File: config.mk
export PLATFORM = sky130hd
export DESIGN_NAME = mdu_hilo
export DESIGN_NICKNAME = d
export VERILOG_FILES = /design/src/rtl/mdu_pkg.sv /design/src/rtl/mdu_div_core.sv /design/src/rtl/mdu_hilo.sv
export SDC_FILE = /design/constraint.sdc
export NUM_CORES = 1
export LEC_CHECK = 0
export CAP_MARGIN = 0
export CORE_UTILIZATION = 40
export CTS_CLUSTER_SIZE = 30
export DETAILED_ROUTE_END_ITERATION = 7
export PLACE_DENSITY_LB_ADDON = 0.12
export SYNTH_ARGS = -nofsm -noshare
export SYNTH_HDL_FRONTEND = slang
export SYNTH_SLANG_ARGS = --single-unit
File: constraint.sdc
create_clock -name clk -period 13.44 [get_ports clk]
set_input_delay 1.344 -clock clk [delete_from_list [all_inputs] [get_ports clk]]
set_output_delay 1.344 -clock clk [all_outputs]
set_load 0.01 [all_outputs]
File: src/rtl/mdu_pkg.sv
// Shared types and helpers for the HI/LO multiply/divide unit.
// MDU_FAST_MULT_EN (see mdu_hilo) selects a single-cycle multiplier.
package mdu_pkg;

    localparam int MDU_ITERS = 32;

    typedef enum logic [2:0] {
        OP_MULT  = 3'd0,
        OP_MULTU = 3'd1,
        OP_DIV   = 3'd2,
        OP_DIVU  = 3'd3,
        OP_MTHI  = 3'd4,
        OP_MTLO  = 3'd5
    } mdu_op_t;

    typedef logic [0:0] mdu_state_t;
    localparam mdu_state_t ST_IDLE = 1'b0;
    localparam mdu_state_t ST_RUN  = 1'b1;

    // Sign bookkeeping captured when an iterative op is accepted.
    typedef struct packed {
        logic        is_div;
        logic        neg;
        logic        rem_neg;
        logic        div0;
        logic [31:0] a;
    } mdu_ctx_t;

    function automatic logic [31:0] cneg32(input logic [31:0] x, input logic n);
        return n ? (~x + 32'd1) : x;
    endfunction

    function automatic logic [63:0] cneg64(input logic [63:0] x, input logic n);
        return n ? (~x + 64'd1) : x;
    endfunction

endpackage

File: src/rtl/mdu_div_core.sv
// Unsigned iterative datapath: restoring divide or shift-add multiply,
// one bit per enabled cycle. acc_nxt is the result of the current step.
module mdu_div_core
    import mdu_pkg::*;
#(
    parameter int ITERS = MDU_ITERS
) (
    input  logic        clk,
    input  logic        reset,
    input  logic        clk_enable,
    input  logic        load,
    input  logic        run,
    input  logic        is_div,
    input  logic [31:0] a_mag,
    input  logic [31:0] b_mag,
    output logic [63:0] acc_nxt,
    output logic        last
);
    localparam int CW = $clog2(ITERS + 1);

    logic [63:0]   acc_q, acc_d;
    logic [31:0]   opnd_q, opnd_d;
    logic [CW-1:0] cnt_q, cnt_d;
    logic          is_div_q, is_div_d;
    logic [32:0]   shifted;
    logic [33:0]   diff;
    logic [32:0]   sum;

    // Divide: acc = {remainder, dividend/quotient}. Multiply: acc = {high, multiplier/low}.
    always_comb begin
        shifted = acc_q[63:31];
        diff    = {1'b0, shifted} - {2'b00, opnd_q};
        sum     = {1'b0, acc_q[63:32]} + (acc_q[0] ? {1'b0, opnd_q} : 33'd0);
        if (is_div_q)
            acc_nxt = diff[33] ? {shifted[31:0], acc_q[30:0], 1'b0}
                               : {diff[31:0], acc_q[30:0], 1'b1};
        else
            acc_nxt = {sum, acc_q[31:1]};

        acc_d    = acc_q;
        opnd_d   = opnd_q;
        cnt_d    = cnt_q;
        is_div_d = is_div_q;
        if (load) begin
            acc_d    = {32'd0, is_div ? a_mag : b_mag};
            opnd_d   = is_div ? b_mag : a_mag;
            cnt_d    = '0;
            is_div_d = is_div;
        end else if (run) begin
            acc_d = acc_nxt;
            cnt_d = cnt_q + 1'b1;
        end
    end

    assign last = run && (cnt_q == CW'(ITERS - 1));

    always_ff @(posedge clk or posedge reset) begin
        if (reset) begin
            acc_q    <= '0;
            opnd_q   <= '0;
            cnt_q    <= '0;
            is_div_q <= 1'b0;
        end else if (clk_enable) begin
            acc_q    <= acc_d;
            opnd_q   <= opnd_d;
            cnt_q    <= cnt_d;
            is_div_q <= is_div_d;
        end
    end

endmodule

File: src/rtl/mdu_hilo.sv
// HI/LO owner: MULT/MULTU/DIV/DIVU/MTHI/MTLO with a busy interlock.
// Define MDU_FAST_MULT_EN for single-edge multiplies; otherwise they iterate.
module mdu_hilo
    import mdu_pkg::*;
#(
    parameter int ITERS = MDU_ITERS
) (
    input  logic        clk,
    input  logic        reset,
    input  logic        clk_enable,
    input  logic        start,
    input  mdu_op_t     op,
    input  logic [31:0] a,
    input  logic [31:0] b,
    output logic        busy,
    output logic [31:0] hi,
    output logic [31:0] lo
);
    mdu_state_t  state_q, state_d;
    mdu_ctx_t    ctx_q, ctx_d;
    logic [31:0] hi_q, hi_d, lo_q, lo_d;

    logic        accept, is_signed, is_div_op, is_mul_op, iter_op;
    logic [31:0] a_mag, b_mag;
    logic [63:0] acc_nxt;
    logic        last;

    assign busy      = (state_q == ST_RUN);
    assign accept    = start && !busy && clk_enable;
    assign is_signed = (op == OP_MULT) || (op == OP_DIV);
    assign is_div_op = (op == OP_DIV) || (op == OP_DIVU);
    assign is_mul_op = (op == OP_MULT) || (op == OP_MULTU);
    assign a_mag     = cneg32(a, is_signed && a[31]);
    assign b_mag     = cneg32(b, is_signed && b[31]);

`ifdef MDU_FAST_MULT_EN
    logic [63:0] fprod;
    assign fprod   = 64'(a_mag) * 64'(b_mag);
    assign iter_op = is_div_op;
`else
    assign iter_op = is_div_op || is_mul_op;
`endif

    mdu_div_core #(.ITERS(ITERS)) u_core (
        .clk        (clk),
        .reset      (reset),
        .clk_enable (clk_enable),
        .load       (accept && iter_op),
        .run        (busy),
        .is_div     (is_div_op),
        .a_mag      (a_mag),
        .b_mag      (b_mag),
        .acc_nxt    (acc_nxt),
        .last       (last)
    );

    always_comb begin
        state_d = state_q;
        ctx_d   = ctx_q;
        hi_d    = hi_q;
        lo_d    = lo_q;

        if (accept) begin
            case (op)
                OP_MTHI: hi_d = a;
                OP_MTLO: lo_d = a;
                default: begin
                    if (iter_op) begin
                        state_d       = ST_RUN;
                        ctx_d.is_div  = is_div_op;
                        ctx_d.neg     = is_signed && (a[31] ^ b[31]);
                        ctx_d.rem_neg = is_signed && a[31];
                        ctx_d.div0    = (b == 32'd0);
                        ctx_d.a       = a;
                    end
`ifdef MDU_FAST_MULT_EN
                    else if (is_mul_op)
                        {hi_d, lo_d} = cneg64(fprod, is_signed && (a[31] ^ b[31]));
`endif
                end
            endcase
        end

        // Both halves commit together on the final step; nothing leaks mid-run.
        if (last) begin
            state_d = ST_IDLE;
            if (!ctx_q.is_div) begin
                {hi_d, lo_d} = cneg64(acc_nxt, ctx_q.neg);
            end else if (ctx_q.div0) begin
                hi_d = ctx_q.a;
                lo_d = 32'hFFFF_FFFF;
            end else begin
                hi_d = cneg32(acc_nxt[63:32], ctx_q.rem_neg);
                lo_d = cneg32(acc_nxt[31:0], ctx_q.neg);
            end
        end
    end

    always_ff @(posedge clk or posedge reset) begin
        if (reset) begin
            state_q <= ST_IDLE;
            ctx_q   <= '0;
            hi_q    <= '0;
            lo_q    <= '0;
        end else if (clk_enable) begin
            state_q <= state_d;
            ctx_q   <= ctx_d;
            hi_q    <= hi_d;
            lo_q    <= lo_d;
        end
    end

    assign hi = hi_q;
    assign lo = lo_q;

endmodule

==> results.sh, run 1 <==
export IMPL_via_per_inst=6.16
export IMPL_placed_cell_area_mm2=0.0198
export IMPL_period_needed_ns=6.18
export IMPL_die_area_mm2=0.0459
export IMPL_grt_pass1_wl_um=113000
export IMPL_fmax_ghz=0.162
export IMPL_crit_path_start_kind="register"
export IMPL_grt_max_degree=82
export IMPL_min_path_type="register to register"
export IMPL_relSlewSlack_pct=10.4
export IMPL_ir_drop_uv=125
export IMPL_tns_ns=0
export IMPL_critPathMaxFanout=8
export IMPL_outcome="finished, final reports clean"
export IMPL_powerDensity_mw_per_mm2=188
export IMPL_track_usage_pct=32.2
export IMPL_cts_tree="done"
export IMPL_critical_path_arrival_ns=6.61
export IMPL_hold_viol_final=0
export IMPL_cts_root_buf="clkbuf_16"
export IMPL_whs_ns=0.481
export IMPL_synth_common_cells="375 x nand2_1, 236 x o21ai_0, 204 x dfrtp_1"
export IMPL_die_w_um=214
export IMPL_cts_buffers=25
export IMPL_leakage_uw=0.00856
export IMPL_drc=0
export IMPL_slowest_delay_ns=0.57
export IMPL_ant_nets=0
export IMPL_drtIter0Drc=1830
export IMPL_synth_nets=2483
export IMPL_fill_cells=4501
export IMPL_clock_skew_ns=0.0277
export IMPL_rsz0062_at_grt="no"
export IMPL_worst_slew_pin_slew_ns=1.34
export IMPL_setup_ws_ns=7.26
export IMPL_syn_cell_area_mm2=0.0180
export IMPL_drive_gt1_share_pct=6.03
export IMPL_fin_area_mm2=0.0207
export IMPL_core_area_mm2=0.0443
export IMPL_die_height_um=214
export IMPL_dp_hpwl_um=56100
export IMPL_critPathRequiredTime_ns=13.86
export IMPL_htree_levels=1
export IMPL_ys_seq_area_share_pct=28.4
export IMPL_rows=77
export IMPL_cts_hold_repair_buffers=0
export IMPL_period_share_pct=46.0
export IMPL_critical_path_class="register to register"
export IMPL_synth_area_per_cell_um2=7.69
export IMPL_start_util_pct=40.6
export IMPL_cts_repair_resized=0
export IMPL_yosys_top_cells_area="dfrtp_1 28%, nand2_1 7.8%, o21ai_0 6.6%"
export IMPL_finalWirelength_um=75400
export IMPL_clkTransAtPathRegs_ns=0.06
export IMPL_antenna_found_initial=3
export IMPL_yosysMostFrequentCell="nand2_1"
export IMPL_synth_cell_type_count=90
export IMPL_synth_seq_cells=204
export IMPL_path_cells="ha_1 -> a21oi_1 -> o21ai_2 -> a221oi_2 -> a21boi_2 -> nor3_4 -> a21oi_1 -> inv_1 -> ha_1 -> o211ai_1 -> o21bai_1 -> or2_1 -> or4_4 -> nand2b_1 -> a211oi_2 -> or4b_1 -> o41ai_1 -> xnor2_1 -> a221oi_1 -> a21oi_1"
export IMPL_setup_viol=0
export IMPL_synth_async_sr_flop_share_pct=100
export IMPL_hold_depth=2
export IMPL_grt_ovfl_total=0
export IMPL_synthFlopType="dfrtp_1"
export IMPL_syn_to_final_growth_pct=14.8
export IMPL_clock_sinks=204
export IMPL_yosysTopAreaCell="dfrtp_1"
export IMPL_ys_warn_count=0
export IMPL_crit_family="compound AO/OA/AOI/OAI gates"
export IMPL_cp_depth=20
export IMPL_first_pass_iters=6
export IMPL_drv_cap=0
export IMPL_end_kind="register"
export IMPL_vias=18500
export IMPL_numPortBuffers=135
export IMPL_cts_max_path_buffers=3
export IMPL_dp_slack_ns=7.43
export IMPL_worst_path_buf_inv=1
export IMPL_syn_inst=2341
export IMPL_r2r_cells=20
export IMPL_cp_common_cell="a21oi_1"
export IMPL_critPathSlowestCell="o41ai_1"
export IMPL_io_pin_count=136
export IMPL_place_congestion=0.975
export IMPL_grt_pass1_vias=17700
export IMPL_drv_slew=0
export IMPL_clk_latency_ns=0.57
export IMPL_synth_top_cell_area_share_pct=28.4
export IMPL_nets=2530
export IMPL_synth_edf_count=0
export IMPL_cts_setup_buffers=0
export IMPL_wl_per_cell_um=25.1
-- tightest hold or removal path, cell delays in order, from the launching register on --
cell     delay (ns)
dfrtp_1        0.34
nand2_1        0.05
nand2_1        0.06
-- routing by layer --
layer | vias to the layer above | GRT usage [%] | wire [um]
li1 | 8588 | - | -
met3 | 170 | 5.26 | 5550
met4 | 0 | 17.2 | 4550
met5 | - | 0 | 0
met2 | 760 | 51.1 | 33900
met1 | 8964 | 42.1 | 31400
-- area by class of cell --
cell class,instances,area (um2),share of cell area [%]
inverter,65,251,1.22
clock buffer,35,753,3.64
multi-input combinational,1923,12100,58.5
tap,592,741,3.58
sequential,204,5110,24.7
timing repair buffer,169,1600,7.75
antenna,1,2.50,0.0121
clock inverter,10,121,0.587
-- placed cells by master (no fill, tap or decap), drive strengths merged, types with 38 or more instances in the layout --
cell / n
nor3: 63
inv: 66
xnor2: 92
and2: 45
a21oi: 153
mux2i: 38
nand2: 375
o22ai: 41
clkdlybuf4s50: 134
o21ai: 245
o211ai: 41
ha: 69
dfrtp: 204
nor2: 163
xor2: 102
o31ai: 41
-- metrics by stage --
step                      std cells  total power [uW]  util [%]
after CTS                      2998              3850      46.6
after floorplan                2341              2330         -
after global routing           2998              4100      46.6
final                          2999              3880      46.6
after detailed placement       2953              3110      44.7
after global placement         2953              3100      44.7
-- cells by family after synthesis --
logic type	share of synthesized area [%]
simple gates	21.8
flops	28.4
compound gates	27.5
mux	3.18
buf+inv	4.70
xor+xnor	9.44
fa+ha+maj	5.02
-- final timing paths --
check | startpoint | slack [ns] | to
max | u_core.acc_q[39] | 7.26 | hi[20]
min | ctx_q[9] | 0.48 | ctx_q[9]
max reg2reg | u_core.acc_q[39] | 7.26 | hi[20]
min reg2reg | ctx_q[9] | 0.48 | ctx_q[9]
max in group asynchronous | reset | 10.68 | lo[23]
min in group asynchronous | reset | 1.24 | u_core.is_div_q
-- power breakdown --
group	switching [uW]	total, uW	internal (uW)
clock	301	730	429
combinational	1400	2260	854
sequential	145	893	748
total	1850	3880	2030
-- flip-flops by register name, summed over array words and instances (netlist names) --
name / flops
u_core.acc_q: 64
hi: 32
lo: 32
u_core.opnd_q: 32
busy: 1
u_core.is_div_q: 1
ctx_q: 36
u_core.cnt_q: 6
No activity file was read; power rests on OpenSTA's default activity.
==> run 2, diff against run 1 <==
Clock period 13.44 ns to 6.2 ns, I/O delays scaled along.
==> results.sh, run 2 (synthesis gave the netlist of run 1 again) <==
export IMPL_drtIter0Drc=1967
export IMPL_critPathMaxFanout=7
export IMPL_tns_ns=0
export IMPL_start_util_pct=40.6
export IMPL_dpl_cell_count=3001
export IMPL_syn_to_final_growth_pct=17.6
export IMPL_critical_path_class="register to register"
export IMPL_cts_buffers=28
export IMPL_min_path_type="register to register"
export IMPL_grt_pass1_vias=18100
export IMPL_clock_skew_ns=0.0290
export IMPL_crit_family="compound AO/OA/AOI/OAI gates"
export IMPL_ant_nets=0
export IMPL_drive_gt1_share_pct=7.85
export IMPL_finalWirelength_um=78400
export IMPL_htree_levels=1
export IMPL_antenna_found_initial=3
export IMPL_clkTransAtPathRegs_ns=0.06
export IMPL_clkPwrFrac_pct=20.1
export IMPL_relSlewSlack_pct=17.4
export IMPL_layout_common_cells="375 x nand2_1, 235 x o21ai_0, 202 x dfrtp_1"
export IMPL_die_height_um=214
export IMPL_worst_path_buf_inv=1
export IMPL_switchingPower_uw=4160
export IMPL_p_comb_share_pct=58.1
export IMPL_io_pin_count=136
export IMPL_vias=18600
export IMPL_dp_hpwl_um=59900
export IMPL_hold_viol_final=0
export IMPL_leakage_uw=0.00886
export IMPL_cts_hold_repair_buffers=0
export IMPL_drv_slew=0
export IMPL_powerDensity_mw_per_mm2=421
export IMPL_die_w_um=214
export IMPL_switching_share_pct=46.7
export IMPL_dp_slack_ns=0.509
export IMPL_drc=0
export IMPL_ir_drop_uv=244
export IMPL_critPathRequiredTime_ns=6.62
export IMPL_wl_per_cell_um=25.7
export IMPL_path_cells="ha_1 -> a21oi_1 -> o21ai_1 -> a221oi_2 -> a21boi_2 -> nor3_4 -> a21oi_1 -> inv_1 -> ha_1 -> o211ai_1 -> o21bai_1 -> or2_1 -> or4_4 -> nand2b_1 -> a211oi_2 -> or4b_1 -> o41ai_1 -> xor2_1 -> a22o_1 -> a31oi_1 -> o21ai_1"
export IMPL_cts_max_path_buffers=3
export IMPL_end_kind="register"
export IMPL_track_usage_pct=33.6
export IMPL_cts_root_buf="clkbuf_16"
export IMPL_pwr_share_seq_pct=21.8
export IMPL_setup_ws_ns=0.414
export IMPL_clk_latency_ns=0.59
export IMPL_worst_slew_pin_slew_ns=1.23
export IMPL_fill_cells=4472
export IMPL_cts_tree="done"
export IMPL_first_pass_iters=6
export IMPL_period_needed_ns=5.79
export IMPL_cts_setup_buffers=0
export IMPL_nets=2581
export IMPL_critPathSlowestCell="or4b_1"
export IMPL_grt_ovfl_total=0
export IMPL_numPortBuffers=135
export IMPL_slowest_delay_ns=0.54
export IMPL_period_share_pct=93.3
export IMPL_core_area_mm2=0.0443
export IMPL_final_common_cell="nand2_1"
export IMPL_place_congestion=0.973
export IMPL_largest_register_ffs=64
export IMPL_p_int_uw=4750
export IMPL_via_per_inst=6.08
export IMPL_outcome="finished, final reports clean"
export IMPL_grt_max_degree=123
export IMPL_cts_repair_resized=0
export IMPL_fmax_ghz=0.173
export IMPL_drv_cap=0
export IMPL_rsz0062_at_grt="no"
export IMPL_largest_register="u_core.acc_q"
export IMPL_largestRegisters="u_core.acc_q x64, ctx_q x36"
export IMPL_die_area_mm2=0.0459
export IMPL_setup_viol=0
export IMPL_layout_cells_non_filler=3053
export IMPL_rows=77
export IMPL_grt_pass1_wl_um=117000
export IMPL_clock_sinks=204
export IMPL_crit_path_start_kind="register"
export IMPL_critical_path_arrival_ns=6.21
## run 2: cell count changes in the layout (fill, tap and decap cells not counted)
cell and change:
buf_12 +1, buf_4 +47, bufinv_16 +4, clkbuf_1 +5, clkbuf_16 +3, clkbuf_8 -6, clkinv_2 +3, clkinv_4 -2
clkinv_8 +1, clkinvlp_4 -3, diode_2 +1
## run 2: power groups by stage
| stage | registers, uW | logic [uW] | clock network [uW] |
|---|---|---|---|
| after floorplan | 1910 | 3140 | 0 |
| after global placement | 1950 | 5100 | 0 |
| after detailed placement | 1960 | 5080 | 0 |
| after CTS | 1940 | 5120 | 1810 |
| after global routing | 1980 | 5570 | 1850 |
| final | 1950 | 5180 | 1790 |
## run 2: path summary, 6_finish.rpt
kind	start	end	slack [ns]	cells past startpoint
setup / recovery	u_core.acc_q[41]	hi[18]	0.41	21
hold / removal	hi[9]	hi[9]	0.48	1
setup reg to reg	u_core.acc_q[41]	hi[18]	0.41	21
hold reg to reg	hi[9]	hi[9]	0.48	1
max in group asynchronous	reset	ctx_q[21]	4.46	3
min in group asynchronous	reset	u_core.acc_q[11]	0.64	2
## run 2: through the flow
| stage | power, uW | area, um2 | utilization, % | hold WS [ns] |
|---|---|---|---|---|
| floorplan | 5060 | 18000 | - | 0.438 |
| global placement | 7050 | 20200 | 45.5 | 0.456 |
| detailed placement | 7040 | 20200 | 45.5 | 0.464 |
| CTS | 8870 | 21200 | 47.8 | 0.477 |
| global route | 9410 | 21200 | 47.8 | 0.495 |
| finish | 8910 | 21200 | 47.8 | 0.476 |
## run 2: layer usage
layer / part of all wire (%) / vias to the layer above / GRT usage, %
li1: - / 8668 / -
met3: 6.5 / 166 / 4.85
met5: 0 / - / 0
met2: 45 / 754 / 53.8
met4: 6.2 / 0 / 18.8
met1: 42 / 8977 / 43.5
## run 2: layout make-up
| cell class | count | area [um2] | share of cell area [%] |
|---|---|---|---|
| timing repair buffer | 217 | 1970 | 9.33 |
| antenna | 2 | 5.00 | 0.0236 |
| clock buffer | 37 | 764 | 3.61 |
| tap | 592 | 741 | 3.50 |
| inverter | 65 | 251 | 1.19 |
| clock inverter | 13 | 233 | 1.10 |
| sequential | 204 | 5110 | 24.1 |
| multi-input combinational | 1923 | 12100 | 57.1 |
## run 2: worst reg2reg max path, cell delays in order (launching register included)
cell and delay (ns):
dfrtp_1 0.44, ha_1 0.40, a21oi_1 0.26, o21ai_1 0.17
a221oi_2 0.47, a21boi_2 0.21, nor3_4 0.21, a21oi_1 0.11
inv_1 0.10, ha_1 0.19, o211ai_1 0.11, o21bai_1 0.18
or2_1 0.26, or4_4 0.53, nand2b_1 0.25, a211oi_2 0.22
or4b_1 0.54, o41ai_1 0.41, xor2_1 0.12, a22o_1 0.21
a31oi_1 0.14, o21ai_1 0.07
==> variant: new RTL, config.mk and constraints of run 2 <==
Add an input register stage for `start` and `op`, without a reset; this delays them by one clock. The other inputs are not delayed to match.
--- a/src/rtl/mdu_hilo.sv
+++ b/src/rtl/mdu_hilo.sv
@@ -16,6 +16,15 @@
     output logic [31:0] hi,
     output logic [31:0] lo
 );
+
+    logic start_q;
+    mdu_op_t op_q;
+
+    always_ff @(posedge clk) begin
+        start_q <= start;
+        op_q    <= op;
+    end
+
     mdu_state_t  state_q, state_d;
     mdu_ctx_t    ctx_q, ctx_d;
     logic [31:0] hi_q, hi_d, lo_q, lo_d;
@@ -26,10 +35,10 @@
     logic        last;
 
     assign busy      = (state_q == ST_RUN);
-    assign accept    = start && !busy && clk_enable;
-    assign is_signed = (op == OP_MULT) || (op == OP_DIV);
-    assign is_div_op = (op == OP_DIV) || (op == OP_DIVU);
-    assign is_mul_op = (op == OP_MULT) || (op == OP_MULTU);
+    assign accept    = start_q && !busy && clk_enable;
+    assign is_signed = (op_q == OP_MULT) || (op_q == OP_DIV);
+    assign is_div_op = (op_q == OP_DIV) || (op_q == OP_DIVU);
+    assign is_mul_op = (op_q == OP_MULT) || (op_q == OP_MULTU);
     assign a_mag     = cneg32(a, is_signed && a[31]);
     assign b_mag     = cneg32(b, is_signed && b[31]);
 
@@ -61,7 +70,7 @@
         lo_d    = lo_q;
 
         if (accept) begin
-            case (op)
+            case (op_q)
                 OP_MTHI: hi_d = a;
                 OP_MTLO: lo_d = a;
                 default: begin
Function: changed (Yosys sat finds a counterexample within 4 cycles, from zero or initial values and one cycle with reset high).
==> variant against run 2 <==
- power decreased by 1.5%
- critical path depth down 3
- sequential cell count is 4 higher
- worst setup slack better by 13 ps
- hold slack improved by 1.2 ps
- design area increased by 0.31%
- combinational power shrank 0.8%
- area after synthesis up 2.2%
- count of clock-buffer cells in the layout rose by 2
- wire length increased by 1.6%
- highest routed layer unchanged
==> variant: results <==
group,metric,value,unit
finish,nets,2642,
clock_network,clk_path_buf_depth,3,
synth,adder_cell_area_share_of_the_yosys_netlist,4.91,%
clock_network,clk-insertion-delay-late,590,ps
clock_network,post_cts.repair.setup_buffers,0,
synth,top_cells_by_area_synth,"dfrtp_1 (28%), nand2_1 (8.5%), o21ai_0 (6.6%)",
drt,post_drt_wl_per_cell,25.5,um
clock_network,path_clk_slew,60,ps
synth,synth-seq-area-share,28.2,%
placed_design,gp_congestion,1.00,
drt,ratio_of_routed_vias_to_standard_cells,6.15,
finish,insertedDiodeCount,0,
worst_setup_path,reg_to_reg_critical_path_startpoint,"u_core.opnd_q[18]",
worst_setup_path,critPathMaxFanout,9,
timing,pin_slew_with_the_least_headroom_to_its_limit,1180,ps
drt,detail_route.iter0.violations,1814,
min_path,holdCritPathClass,"reg2reg",
synth,synth_net_count,2579,
grt,grt_max_degree,107,
synth,synthesis_warnings,0,
synth,synth_common_cells,"nand2_1 (415), o21ai_0 (242), nor2_1 (226)",
clock_network,cts_repair_resize_count,0,
clock_network,cts_buffers,27,
pwr,p_leak,8.68,nW
placed_design,port_buffers,135,
timing,fin_crit_sh,93.1,%
grt,grt_antenna_before_repair,3,
grt,grt_first_pass_wirelength,119000,um
placed_design,preCtsSetupSlack,494,ps
grt,gr-usage-all-layers,33.6,%
synth,synth_xor_area_share,8.47,%
finish,layout-drive-gt1-share,7.86,%
worst_setup_path,r2r_cells,18,
timing,finalClockSkew,16.3,ps
worst_setup_path,crit_arrival,6280,ps
synth,ys_async_sr_fraction,98.1,%
worst_setup_path,crit_type,"reg2reg",
outcome,run_status,"completed",
synth,synthesized_area_fraction_occupied_by_ao_oa_aoi_and_oai_cells,27.8,%
pwr,peakVddDrop,0.266,mV
finish,n_fill_cell,4622,
worst_setup_path,cpPeakStageDelay,730,ps
placed_design,place.detailed.hpwl,60200,um
worst_setup_path,worstSetupEndpoint,"hi[28]",
drt,detailedRoute.firstPassIterationCount,5,
clock_network,cts_root_buf,"clkbuf_16",
grt,via_count_of_the_first_global_routing_pass,18800,
finish,reg_top3,"u_core.acc_q (64), ctx_q (36)",
worst_setup_path,timing.critical_path.slowest_stage_cell,"o31ai_2",
synth,synth_cell_types,113,
synth,multiplexer_share_of_the_synthesized_area,2.84,%
variant: cell count changes after synthesis, sizes merged, moves of 9 or more:
cell    delta
xor2      -18
a21oi     +40
a22o       -9
clkbuf    +22
nor2      +64
and2      -38
buf       -16
o31ai     -13
nand2     +43
variant: tightest hold or removal path, stage by stage, from the launching register on:
cell	delay, ps
dfrtp_1	340
nand2_1	50
nand2_1	60
variant: where the power goes:
group	internal, mW	switching [mW]
registers	1.64	0.292
clock network	1.03	0.684
logic	1.91	3.22
total	4.58	4.20
variant: metrics by stage:
step	cells	instance area (sq um)	hold WS [ps]	total power, mW	utilization (%)
after floorplan	2437	18400	440	5.07	-
after global placement	3071	20300	456	6.97	44.7
after detailed placement	3071	20300	463	6.97	44.7
after CTS	3120	21200	470	8.71	46.8
after global routing	3120	21200	482	9.22	46.8
final	3120	21200	477	8.78	46.8
variant: worst min-delay path by stage:
| stage | from | end | slack, ps | depth (start not counted) |
|---|---|---|---|---|
| 2_1_floorplan | ctx_q[31] | ctx_q[31] | 440 | 2 |
| 3_5_place_dp | ctx_q[4] | ctx_q[4] | 460 | 2 |
| 5_1_grt | start | start_q | 480 | 1 |
| 3_3_place_gp | ctx_q[2] | ctx_q[2] | 460 | 2 |
| 4_1_cts | op[0] | op_q[0] | 470 | 1 |
| 6_report | ctx_q[7] | ctx_q[7] | 480 | 2 |
variant: final cells by class:
type	count	area share, %
clock buffer	39	3.63
tap	600	3.54
clock inverter	10	0.825
inverter	68	1.24
multi-input combinational	2006	58.1
timing repair buffer	189	8.27
sequential	208	24.4
variant: metal layers:
metal  GRT usage (%)  wire, um  vias to the layer above
li1                -         -                     8891
met2            53.8     36100                      782
met1            43.6     33600                     9321
met4            18.3      4870                        0
met3            4.74      5060                      197
met5               0         0                        -
